[src/rtl/branch_redirect_ctrl_pkg.sv]
// Shared types for the branch/trap redirect controller: FSM states, redirect causes, PC width.
package branch_redirect_ctrl_pkg;

  localparam int PC_W   = 32;
  localparam int DATA_W = 32;

  typedef enum logic [1:0] {
    IDLE     = 2'd0,
    DRAIN    = 2'd1,
    REDIRECT = 2'd2
  } state_t;

  typedef enum logic {
    CAUSE_BR   = 1'b0,
    CAUSE_TRAP = 1'b1
  } cause_t;

  function automatic logic [PC_W-1:0] sel_redirect_pc(cause_t cause,
                                                      logic [PC_W-1:0] br_pc,
                                                      logic [PC_W-1:0] tr_pc);
    return (cause == CAUSE_TRAP) ? tr_pc : br_pc;
  endfunction

endpackage

[src/rtl/branch_redirect_ctrl_fetch_drop_counter.sv]
// Counts stale instruction-bus responses still to be discarded after a flush.
module fetch_drop_counter #(
  parameter int CNT_W = 2
) (
  input  logic             clk,
  input  logic             rst,
  input  logic             load,
  input  logic [CNT_W-1:0] load_val,
  input  logic             dec,
  output logic [CNT_W-1:0] cnt,
  output logic             zero
);

  logic [CNT_W-1:0] cnt_reg;

  // A load wins over a decrement; the counter saturates at zero.
  always_ff @(posedge clk) begin
    if (rst) begin
      cnt_reg <= '0;
    end else if (load) begin
      cnt_reg <= load_val;
    end else if (dec && (cnt_reg != '0)) begin
      cnt_reg <= cnt_reg - 1'b1;
    end
  end

  assign cnt  = cnt_reg;
  assign zero = (cnt_reg == '0);

endmodule

[src/rtl/branch_redirect_ctrl.sv]
// Sequences branch/trap redirects: flushes IF/ID, drops stale fetch responses, then
// holds a redirect request to the IFU; misaligned branch targets go to the trap unit.
module branch_redirect_ctrl
  import branch_redirect_ctrl_pkg::*;
#(
  parameter int CNT_W      = 2,
  parameter int WAIT_DRAIN = 1
) (
  input  logic             clk,
  input  logic             rst,
  input  logic             ex_valid,
  input  logic             ex_stall,
  input  logic             take_branch,
  input  logic [PC_W-1:0]  target_pc,
  input  logic             exc_addr_misaligned,
  input  logic             trap_req,
  input  logic [PC_W-1:0]  trap_pc,
  input  logic [CNT_W-1:0] if_outstanding_cnt,
  input  logic             if_rsp_valid,
  output logic             flush_if,
  output logic             flush_id,
  output logic             drop_rsp,
  output logic             redirect_valid,
  output logic [PC_W-1:0]  redirect_pc,
  input  logic             redirect_ready,
  output logic             branch_exc,
  output logic [PC_W-1:0]  branch_exc_tval,
  output logic             busy
);

  state_t           state_reg, state_next;
  logic             redirect_valid_reg;
  logic [PC_W-1:0]  redirect_pc_reg;
  logic             branch_exc_reg;
  logic [PC_W-1:0]  branch_exc_tval_reg;

  logic             br_ev, mis_ev, tr_ev, accept, exc_next;
  cause_t           cause;
  logic [CNT_W-1:0] load_val, drop_cnt;
  logic             drop_zero, dec;

  assign br_ev  = ex_valid & ~ex_stall & take_branch & ~exc_addr_misaligned;
  assign mis_ev = ex_valid & ~ex_stall & take_branch &  exc_addr_misaligned;
  assign tr_ev  = trap_req;
  assign accept = tr_ev | (br_ev & (state_reg == IDLE));
  assign cause  = tr_ev ? CAUSE_TRAP : CAUSE_BR;

  // The outstanding count already includes a response landing this cycle, which is
  // dropped directly and so must not be counted again.
  assign load_val = (if_outstanding_cnt == '0) ? '0
                  : if_outstanding_cnt - CNT_W'(if_rsp_valid);

  assign dec      = ~accept & if_rsp_valid & ~drop_zero;
  assign drop_rsp = accept ? if_rsp_valid : (if_rsp_valid & ~drop_zero);
  assign flush_if = accept;
  assign flush_id = accept;
  assign exc_next = mis_ev & ~tr_ev & (state_reg == IDLE);

  fetch_drop_counter #(.CNT_W(CNT_W)) u_drop_cnt (
    .clk      (clk),
    .rst      (rst),
    .load     (accept),
    .load_val (load_val),
    .dec      (dec),
    .cnt      (drop_cnt),
    .zero     (drop_zero)
  );

  always_comb begin
    state_next = state_reg;
    if (accept) begin
      state_next = ((WAIT_DRAIN != 0) && (load_val != '0)) ? DRAIN : REDIRECT;
    end else begin
      case (state_reg)
        IDLE: ;
        // Leave as soon as the last stale response is being dropped.
        DRAIN:    if (drop_zero || (dec && (drop_cnt == CNT_W'(1)))) state_next = REDIRECT;
        REDIRECT: if (redirect_valid_reg && redirect_ready) state_next = IDLE;
        default:  state_next = IDLE;
      endcase
    end
  end

  always_ff @(posedge clk) begin
    if (rst) begin
      state_reg           <= IDLE;
      redirect_valid_reg  <= 1'b0;
      redirect_pc_reg     <= '0;
      branch_exc_reg      <= 1'b0;
      branch_exc_tval_reg <= '0;
    end else begin
      state_reg          <= state_next;
      redirect_valid_reg <= (state_next == REDIRECT);
      branch_exc_reg     <= exc_next;
      if (accept) redirect_pc_reg <= sel_redirect_pc(cause, target_pc, trap_pc);
      if (exc_next) branch_exc_tval_reg <= target_pc;
    end
  end

  assign redirect_valid  = redirect_valid_reg;
  assign redirect_pc     = redirect_pc_reg;
  assign branch_exc      = branch_exc_reg;
  assign branch_exc_tval = branch_exc_tval_reg;
  assign busy            = (state_reg != IDLE);

endmodule
[config.mk]
export PLATFORM = sky130hd
export DESIGN_NAME = branch_redirect_ctrl
export DESIGN_NICKNAME = d
export VERILOG_FILES = /design/src/rtl/branch_redirect_ctrl_pkg.sv /design/src/rtl/branch_redirect_ctrl_fetch_drop_counter.sv /design/src/rtl/branch_redirect_ctrl.sv
export SDC_FILE = /design/constraint.sdc
export NUM_CORES = 1
export LEC_CHECK = 0
export ABC_AREA = 1
export CAP_MARGIN = 0
export CORE_MARGIN = 1.5
export CORE_UTILIZATION = 37
export CTS_BUF_LIST = sky130_fd_sc_hd__clkbuf_8
export DETAILED_ROUTE_END_ITERATION = 10
export GPL_TIMING_DRIVEN = 0
export PLACE_DENSITY = 0.87
export SLEW_MARGIN = 0
export SYNTH_ARGS = -nofsm -noshare
export SYNTH_HDL_FRONTEND = slang
export SYNTH_SLANG_ARGS = --single-unit
[constraint.sdc]
create_clock -name clk -period 1.9 [get_ports clk]
set_clock_uncertainty 0.15 [all_clocks]
set_input_delay 0.475 -clock clk [delete_from_list [all_inputs] [get_ports clk]]
set_output_delay 0.475 -clock clk [all_outputs]
set_load 0.01 [all_outputs]
==> reports/results.tsv <==
stage	metric	value	unit
cts	CTS H-Tree Depth	3	
flow_run	max cap viols	0	
critical_path	CP endpoint kind	primary output	
critical_path	CP startpoint kind	flop	
drt	vias	3271	
global_routing	busiest metal layer after global routing	met2	
yosys	syn_nets	454	
global_routing	total grt overflow	0	
finish	Finished Core Util	0.665	
finish	post-route cell area	0.00485	sq mm
global_routing	global-route wire length before repair	15600	microns
yosys	Synth cell types	24	
timing	Final Setup Violations	5	
critical_path	crit-path max FO	3	
yosys	Post-Syn Area	0.00282	sq mm
critical_path	WS Path Type	flop to primary output	
placed_design	placed cells	618	
power_and_ir_drop	Power, Total	3.50	mW
critical_path	Critical Path, Cell by Cell	inv_2 > nand2_2 > nor2_2 > nand2_2 > nand2_4 > buf_6 > nor2_4 > nor2_1 > buf_2	
die	FP Rows	31	
critical_path	CP max-delay cell	dfxtp_2	
critical_path	CP bufs+invs	3	
drt	DR iter-0 viols	217	
placed_design	DP Worst Slack	-1.16	ns
critical_path	Crit path depth	9	
cts	TritonCTS Sinks	70	
cts	CTS max path bufs	2	
cts	worst-skew pair later-pin latency	0.35	ns
global_routing	met1 Resource Use GR	0.281	
cts	CTS buffer count	9	
drt	WL per Instance	15.7	microns
die	chip width	90.2	microns
timing	Final Hold Fails	0	
power_and_ir_drop	Pleak	2.19	nW
drt	DRT antenna net count	0	
die	IO Pins	145	
critical_path	CP startpoint	state_reg[0]	
hold_path	hold crit path type	input port to flop	
timing	Final Slew Violations	0	
outcome	violated checks	setup timing	
global_routing	initial antenna violation count	0	
die	core area	0.00729	sq mm
timing	Slew headroom	0.667	
timing	Period minus WS final	2.13	ns
drt	via/cell ratio	5.02	
timing	actual slew at the worst max-slew pin	0.499	ns
critical_path	Req. time, crit path	1.27	ns
yosys	Syn Inst Count	376	
die	starting density of the core	0.386	
hold_path	hold path start	trap_req	
critical_path	worst reg-to-reg setup slack	-0.02	ns
global_routing	largest net degree at the start of global routing	13	
yosys	Ys Warns	0	
critical_path	Top delay family on crit path	simple AND/OR/NAND/NOR gates	
finish	Finished Layout Cells	652	
yosys	Syn Area/Cell	7.49	sq um
global_routing	total global-route track usage	0.243	
timing	fin crit share	1.12	
global_routing	GRT met3 Usage	0.0550	
placed_design	dpl hpwl	7140	microns
critical_path	Reg2Reg Launch Point	state_reg[0]	
yosys	Synth Register Bits	70	
critical_path	Critical Path AT	1.51	ns
power_and_ir_drop	Power Dens Cells	722	mW/mm^2
placed_design	Placed Area	0.00438	sq mm
critical_path	most frequent CP cell	nand2_2	
timing	maximum clock frequency	0.468	GHz
critical_path	CP peak stage delay	0.32	ns
power_and_ir_drop	VDD IR max	0.405	mV
finish	final net count	626	
critical_path	worst setup path end	drop_rsp	
drt	1st-pass router iterations	4	
cts	root buf cell	clkbuf_8	
global_routing	GR Util met2	0.428	
finish	layout cells sized above 1	0.146	
cts	clock slew at reported path FFs	0.08	ns
global_routing	vias in the first global route	3147	
timing	Hold WS	0.260	ns
finish	Layout area overhead	72.2	%
drt	Residual DRC	0	
timing	setup ws final	-0.235	ns
critical_path	R2R cell count	14	
die	Die Ht	90.2	microns
timing	RSZ-0062 raised after global routing	true	
cts	CTS tree	done	
yosys	Seq/Total Area, Yosys	0.498	
outcome	status	complete, but fails checks	
placed_design	RD Place Congestion	0.842	
timing	Total Negative Setup Slacks	-0.458	ns
die	die area	0.00814	sq mm
finish	antenna cell count	0	
drt	overall routed net length	10200	microns
critical_path	worst reg2reg endpoint	redirect_valid	
placed_design	PortBufs	143	
## cell usage after synthesis
| library cell | n | area [sq um] |
|---|---|---|
| nand3_1 | 6 | 30.0 |
| o211ai_1 | 1 | 7.51 |
| o21ai_1 | 8 | 40.0 |
| a211oi_1 | 1 | 7.51 |
| nor2_1 | 72 | 270 |
| dfxtp_1 | 70 | 1400 |
| nand4_1 | 1 | 6.26 |
| buf_2 | 8 | 40.0 |
| nor4_4 | 1 | 21.3 |
| buf_6 | 1 | 11.3 |
| clkbuf_1 | 14 | 52.6 |
| clkbuf_2 | 3 | 15.0 |
| buf_4 | 1 | 7.51 |
| inv_1 | 12 | 45.0 |
| nand2_1 | 76 | 285 |
| a21oi_1 | 4 | 20.0 |
| ha_1 | 3 | 37.5 |
| a31oi_1 | 32 | 200 |
| nand2_2 | 1 | 6.26 |
| xor2_1 | 1 | 8.76 |
| buf_1 | 1 | 3.75 |
| inv_6 | 1 | 8.76 |
| o21ai_0 | 57 | 285 |
| inv_2 | 1 | 3.75 |
## per-layer routing
metal | vias to the layer above | wire [microns]
met5 | - | 0
met4 | 0 | 225
met3 | 17 | 626
met2 | 132 | 5220
met1 | 1529 | 4150
li1 | 1593 | -
## cells by family after synthesis
group / count (synthesis) / share of synthesized area
compound gates: 103 / 0.199
xor+xnor: 1 / 0.00311
flops: 70 / 0.498
buf+inv: 42 / 0.0667
simple gates: 157 / 0.220
fa+ha+maj: 3 / 0.0133
## worst register-to-register path, cell delays in order (launching register included)
cell     delay (ns)
dfxtp_2        0.32
inv_2          0.06
nand2_2        0.07
nor2_2         0.13
nand2_2        0.10
buf_6          0.13
buf_4          0.12
buf_4          0.12
buf_4          0.13
nand4_1        0.14
nand2_1        0.09
nand2_1        0.06
nand2_1        0.05
nand2_2        0.08
a21oi_2        0.06
## cells in the final DEF, fill, tap and decap left out, types with 3 or more instances in the layout
cell / Yosys / final
a31oi_1: 32 / 32
buf_2: 8 / 8
buf_4: 1 / 17
buf_6: 1 / 6
clkbuf_1: 14 / 7
clkbuf_2: 3 / 9
clkbuf_8: 0 / 10
clkdlybuf4s50_1: 0 / 124
clkinv_2: 0 / 3
dfxtp_1: 70 / 67
dfxtp_2: 0 / 3
dlygate4sd2_1: 0 / 4
dlymetal6s2s_1: 0 / 11
ha_1: 3 / 3
inv_1: 12 / 9
inv_2: 1 / 4
nand2_1: 76 / 71
nand2_2: 1 / 5
nand3_1: 6 / 6
nor2_1: 72 / 68
nor2_4: 0 / 3
o21ai_0: 57 / 56
o21ai_1: 8 / 9
## worst min-delay path by stage
stage,end,slack (ns),cells after the start
2_1_floorplan,u_drop_cnt.cnt[1],0.30,2
3_3_place_gp,u_drop_cnt.cnt[1],0.31,2
3_5_place_dp,u_drop_cnt.cnt[1],0.33,2
4_1_cts,redirect_pc[31],0.25,3
5_1_grt,redirect_pc[31],0.29,3
6_report,redirect_pc[31],0.26,3
## cell type report
type | instances | area (sq um)
fill | 630 | 2440
timing repair buffer | 162 | 1620
sequential | 70 | 1410
multi-input combinational | 264 | 1280
buffer | 27 | 156
clock buffer | 10 | 138
tap | 99 | 124
clock inverter | 6 | 61.3
inverter | 14 | 57.6
## power breakdown
group	internal [mW]	switching, mW
sequential	1.54	0.0369
clock	0.637	0.574
combinational	0.389	0.319
## repair_timing
item | CTS | global route
setup buffers | 17 | 4
hold buffers | 0 | 0
endpoints found under the setup margin | 54 | 62
cloned | 1 | 0
resized for setup | 36 | 38
pin swaps | 8 | 10
(Power assumes the default switching activity.)
